File: src/rtl/reg_file_scoreboard.sv
// reg_file_scoreboard: 16 x WORD_LENGTH register bank with two combinational read ports,
// one negedge write port and a per-register pending-write scoreboard for RAW hazard detection.
// Optional build macro: REG_FILE_BYPASS_EN (forward writeback data to reads, mask the last hazard).
module reg_file_scoreboard #(
  parameter int unsigned WORD_LENGTH = 32,
  parameter int unsigned PEND_W      = 2
) (
  input  logic                   clk,
  input  logic                   rst,
  input  logic                   rd_en1,
  input  logic [3:0]             rd_addr1,
  output logic [WORD_LENGTH-1:0] rd_data1,
  input  logic                   rd_en2,
  input  logic [3:0]             rd_addr2,
  output logic [WORD_LENGTH-1:0] rd_data2,
  input  logic                   issue_en,
  input  logic [3:0]             issue_dest,
  input  logic                   wb_en,
  input  logic [3:0]             wb_addr,
  input  logic [WORD_LENGTH-1:0] wb_data,
  output logic                   hazard1,
  output logic                   hazard2,
  output logic                   sb_err
);

  localparam logic [PEND_W-1:0] CntMax = {PEND_W{1'b1}};
  localparam logic [PEND_W-1:0] CntOne = PEND_W'(1);

  logic [WORD_LENGTH-1:0] regs_q [16];
  logic [PEND_W-1:0]      cnt_q  [16];
  logic [PEND_W-1:0]      cnt_d  [16];
  logic                   sb_err_q, sb_err_d;
  logic [15:0]            inc_vec, dec_vec;

  // One-hot per-register issue/writeback strobes.
  assign inc_vec = {15'b0, issue_en} << issue_dest;
  assign dec_vec = {15'b0, wb_en} << wb_addr;

  // Register bank: written mid-cycle so same-cycle reads see the new value in the second half.
  always_ff @(negedge clk or posedge rst) begin
    if (rst) begin
      for (int i = 0; i < 16; i++) regs_q[i] <= '0;
    end else if (wb_en) begin
      regs_q[wb_addr] <= wb_data;
    end
  end

  // Scoreboard next state: saturate on over/underflow and raise the sticky error instead.
  always_comb begin
    sb_err_d = sb_err_q;
    for (int r = 0; r < 16; r++) begin
      cnt_d[r] = cnt_q[r];
      if (inc_vec[r] && !dec_vec[r]) begin
        if (cnt_q[r] == CntMax) sb_err_d = 1'b1;
        else                    cnt_d[r] = cnt_q[r] + CntOne;
      end else if (dec_vec[r] && !inc_vec[r]) begin
        if (cnt_q[r] == '0) sb_err_d = 1'b1;
        else                cnt_d[r] = cnt_q[r] - CntOne;
      end
    end
  end

  // Scoreboard state register.
  always_ff @(posedge clk or posedge rst) begin
    if (rst) begin
      for (int i = 0; i < 16; i++) cnt_q[i] <= '0;
      sb_err_q <= 1'b0;
    end else begin
      cnt_q    <= cnt_d;
      sb_err_q <= sb_err_d;
    end
  end

  assign sb_err = sb_err_q;

`ifdef REG_FILE_BYPASS_EN
  logic fwd1, fwd2;

  assign fwd1     = wb_en && (wb_addr == rd_addr1);
  assign fwd2     = wb_en && (wb_addr == rd_addr2);
  assign rd_data1 = fwd1 ? wb_data : regs_q[rd_addr1];
  assign rd_data2 = fwd2 ? wb_data : regs_q[rd_addr2];
  // The last outstanding write is being forwarded, so it no longer blocks the reader.
  assign hazard1  = rd_en1 && (cnt_q[rd_addr1] != '0) && !(fwd1 && (cnt_q[rd_addr1] == CntOne));
  assign hazard2  = rd_en2 && (cnt_q[rd_addr2] != '0) && !(fwd2 && (cnt_q[rd_addr2] == CntOne));
`else
  assign rd_data1 = regs_q[rd_addr1];
  assign rd_data2 = regs_q[rd_addr2];
  assign hazard1  = rd_en1 && (cnt_q[rd_addr1] != '0);
  assign hazard2  = rd_en2 && (cnt_q[rd_addr2] != '0);
`endif

endmodule

File: config.mk
export PLATFORM = sky130hd
export DESIGN_NAME = reg_file_scoreboard
export DESIGN_NICKNAME = d
export VERILOG_FILES = /design/src/rtl/reg_file_scoreboard.sv
export SDC_FILE = /design/constraint.sdc
export NUM_CORES = 1
export LEC_CHECK = 0
export ABC_CLOCK_PERIOD_IN_PS = 20100
export CAP_MARGIN = 10
export CELL_PAD_IN_SITES_DETAIL_PLACEMENT = 1
export CELL_PAD_IN_SITES_GLOBAL_PLACEMENT = 1
export CORE_ASPECT_RATIO = 2
export CORE_MARGIN = 4
export CORE_UTILIZATION = 48
export CTS_BUF_LIST = sky130_fd_sc_hd__clkbuf_16
export DETAILED_ROUTE_END_ITERATION = 12
export PLACE_DENSITY = 0.78
export SLEW_MARGIN = 20
export SYNTH_ARGS = -nofsm -noshare
export SYNTH_HDL_FRONTEND = slang
export SYNTH_SLANG_ARGS = --single-unit
File: constraint.sdc
create_clock -name clk -period 20.1 [get_ports clk]
set_clock_uncertainty 0.05 [all_clocks]
set_input_delay 5.025 -clock clk [delete_from_list [all_inputs] [get_ports clk]]
set_output_delay 5.025 -clock clk [all_outputs]
set_load 0.05 [all_outputs]
==> results by group <==
Critical path
  – Critical-path cell list: mux4_2, mux4_2, clkdlybuf4s50_1
  – Crit path max-delay family: multiplexers
  – Most frequent CP cell: mux4_2
  – Slowest-stage cell, CP: clkdlybuf4s50_1
  – Crit path required time: 15.03 ns
  – Crit. End Element: output port
  – Bufs and invs on worst path: 1
  – Crit path largest cell delay: 0.74 ns
  – CP startpoint kind: flop
  – Worst Path Arrival: 12.80 ns
  – CP Class: reg2out
  – Max FO, Critical Path: 3

Drt
  – Vias/cell: 6.54
  – WL final: 83400 um
  – DR pass1 iterations: 4
  – Via count: 17800
  – Drt wl/cell: 30.7 um
  – Drc violations: 0
  – Post-DRT Antenna Nets: 0
  – Iteration-0 DRC Markers: 1147

Logic synthesis
  – Synthesized flop and latch total: 545
  – Cells after synthesis: 1856
  – Synth unique cells: 43
  – Most common flop cell mapped by yosys: dfrtn_1
  – Commonest cells in the netlist: dfrtn_1 (512), mux2_2 (453), mux4_2 (325), clkbuf_1 (68), buf_2 (61)
  – Yosys warns: 0
  – Top cells by area, synth: dfrtn_1 (43%), mux4_2 (25%), mux2_2 (17%), dfrtp_1 (2.8%), mux2_1 (2.3%)
  – Avg Cell Area, Syn: 15.9 um^2
  – Async set or reset register ratio after synthesis: 100%
  – Top cell type's share of synthesized area: 43.4%
  – Post-synth top area cell: dfrtn_1
  – Post-synth EDFFs: 0
  – Synthesized cell area: 29500 um^2
  – Post-synthesis sequential area ratio: 46.2%
  – Net count after synthesis: 1942
  – Most common cell in the netlist: dfrtn_1

Cells and area
  – Layout cells sized above 1: 47.1%
  – Layout Cells excl Fill: 2715
  – Multi-input logic area: 14900 um^2
  – Storage element area: 13600 um^2
  – Area delta synth->final: 11.5%
  – Util after Layout: 54.1%
  – Fin nets: 1983
  – Fill cells: 5621

GRT
  – Gr ovfl total: 0
  – First-pass GRT wire length: 128000 um
  – Largest net degree at the start of global routing: 141
  – Gr usage total: 25.7%
  – Initial antenna violation count: 5
  – Vias in the first global route: 20000

Clock tree
  – Worst skew pair latency: 0.57 ns
  – Max H-tree Level: 2
  – CTS tree: yes
  – Setup bufs post-CTS: 0
  – Resized cells post-CTS: 0
  – CTS buffer count: 49
  – Worst-path clk slew: 0.05 ns
  – Hold Buf Count CTS: 0
  – Clock root buffer: clkbuf_16
  – Clock sink total: 545
  – Max Root-Sink Buffers: 3

Floorplanning
  – Initial Util: 48.5%
  – Die X: 183 um
  – Row cnt: 128
  – Die footprint: 65800 um^2
  – Core area: 60900 um^2
  – Top Ports: 121
  – Die height: 359 um

STA
  – Final WS setup: 2.22 ns
  – Final Hold Viols: 0
  – Slew Limit Fails: 0
  – Worst rel slew slack: 22.9%
  – Setup Viol. Count Final: 0
  – Unrepaired setup endpoints after global routing: false
  – Tightest Pin Transition: 1.15 ns

Placement
  – RD Place Congestion: 0.814
  – DP Cell Count: 2623
  – Final HPWL from detailed placement: 50000 um
  – Pre-CTS worst setup slack: 2.10 ns
  – I/O Buffers: 120

Pwr
  – Leak: 13.5 nW
  – Maximum VDD drop: 0.0691 mV
  – PD cells: 107 nW/um^2

Flow run
  – Max Cap Violations: 0

Status
  – Outcome: complete, no violations

Min path
  – Hold Crit Class: reg2reg
## worst register-to-register path: stages (launching register included)
cell,delay [ns]
dfrtp_1,0.43
and2_1,0.20
a221o_1,0.36
or3_1,0.39
or4_1,0.42
## metrics by stage
| stage | cell area [um^2] | TNS (ns) | power (W) | hold slack (ns) |
|---|---|---|---|---|
| final | 32900 | 0 | 0.00352 | 0.414 |
| after global routing | 32900 | 0 | 0.00367 | 0.427 |
| after CTS | 32800 | 0 | 0.00355 | 0.412 |
| after detailed placement | 31200 | 0 | 0.00255 | 0.412 |
| after global placement | 31200 | 0 | 0.00247 | 0.397 |
| after floorplan | 29500 | -1127.23 | 0.00224 | 0.385 |
## kinds of logic (layout without fill, tap and decap cells)
family,count (synthesis),count (layout),share of synthesized area [%]
AO/OA/AOI/OAI,81,81,1.60
adder cells (fa/ha/maj),32,32,1.36
buffers and inverters,210,286,3.53
flip-flops,545,545,46.2
multiplexers,846,846,44.8
other,0,3,0
AND/OR/NAND/NOR,142,142,2.51
## state kept, by name (all words and copies together) (netlist names)
signal,cells
regs_q,512
cnt_q,32
sb_err,1
## power breakdown
part	leakage (nW)	internal [W]	total [W]	switching, W
sequential	6.72	0.00137	0.00156	0.000198
clock	0.837	0.000551	0.000982	0.000431
combinational	5.95	0.000535	0.000975	0.000440
total	13.5	0.00245	0.00352	0.00107
## metal layers
layer | part of all wire [%] | up-vias | GRT usage (%) | wire (um)
met4 | 3.7 | 4 | 9.29 | 3050
met5 | 0.032 | - | 0 | 27
met3 | 4.3 | 167 | 3.65 | 3560
met1 | 38 | 9863 | 32.2 | 31800
li1 | - | 7264 | - | -
met2 | 54 | 466 | 45.6 | 45000
## layout make-up
cell class	instances	area share [%]
antenna	3	0.0228
clock buffer	53	4.03
clock inverter	33	0.928
inverter	46	0.536
multi-input combinational	1101	45.4
sequential	545	41.5
tap	780	2.97
timing repair buffer	154	4.69
## path summary, 6_finish.rpt
kind	start	endpoint	slack, ns	cells past startpoint
setup / recovery	regs_q[22]	rd_data2[22]	2.22	3
hold / removal	regs_q[102]	regs_q[102]	0.41	1
setup reg to reg	cnt_q[1]	sb_err	18.13	4
hold reg to reg	regs_q[102]	regs_q[102]	0.41	1
max in group asynchronous	rst	regs_q[157]	3.90	4
min in group asynchronous	rst	cnt_q[23]	5.51	4
## layout by cell type, fill, tap and decap left out, drive strengths merged, types with 4 or more instances in the layout
master	instances
a21oi	13
a31oi	4
a32oi	4
and2	8
buf	42
bufinv	6
clkbuf	53
clkdlybuf4s50	112
clkinv	14
dfrtn	512
dfrtp	33
ha	32
inv	56
mux2	512
mux2i	6
mux4	328
nand2	24
nand2b	5
nand3	16
nand3b	6
nor2	43
nor2b	11
nor4b	7
o21ai	42
o21bai	6
o31ai	8
or3	5
Power figures use the tool's default switching activity.
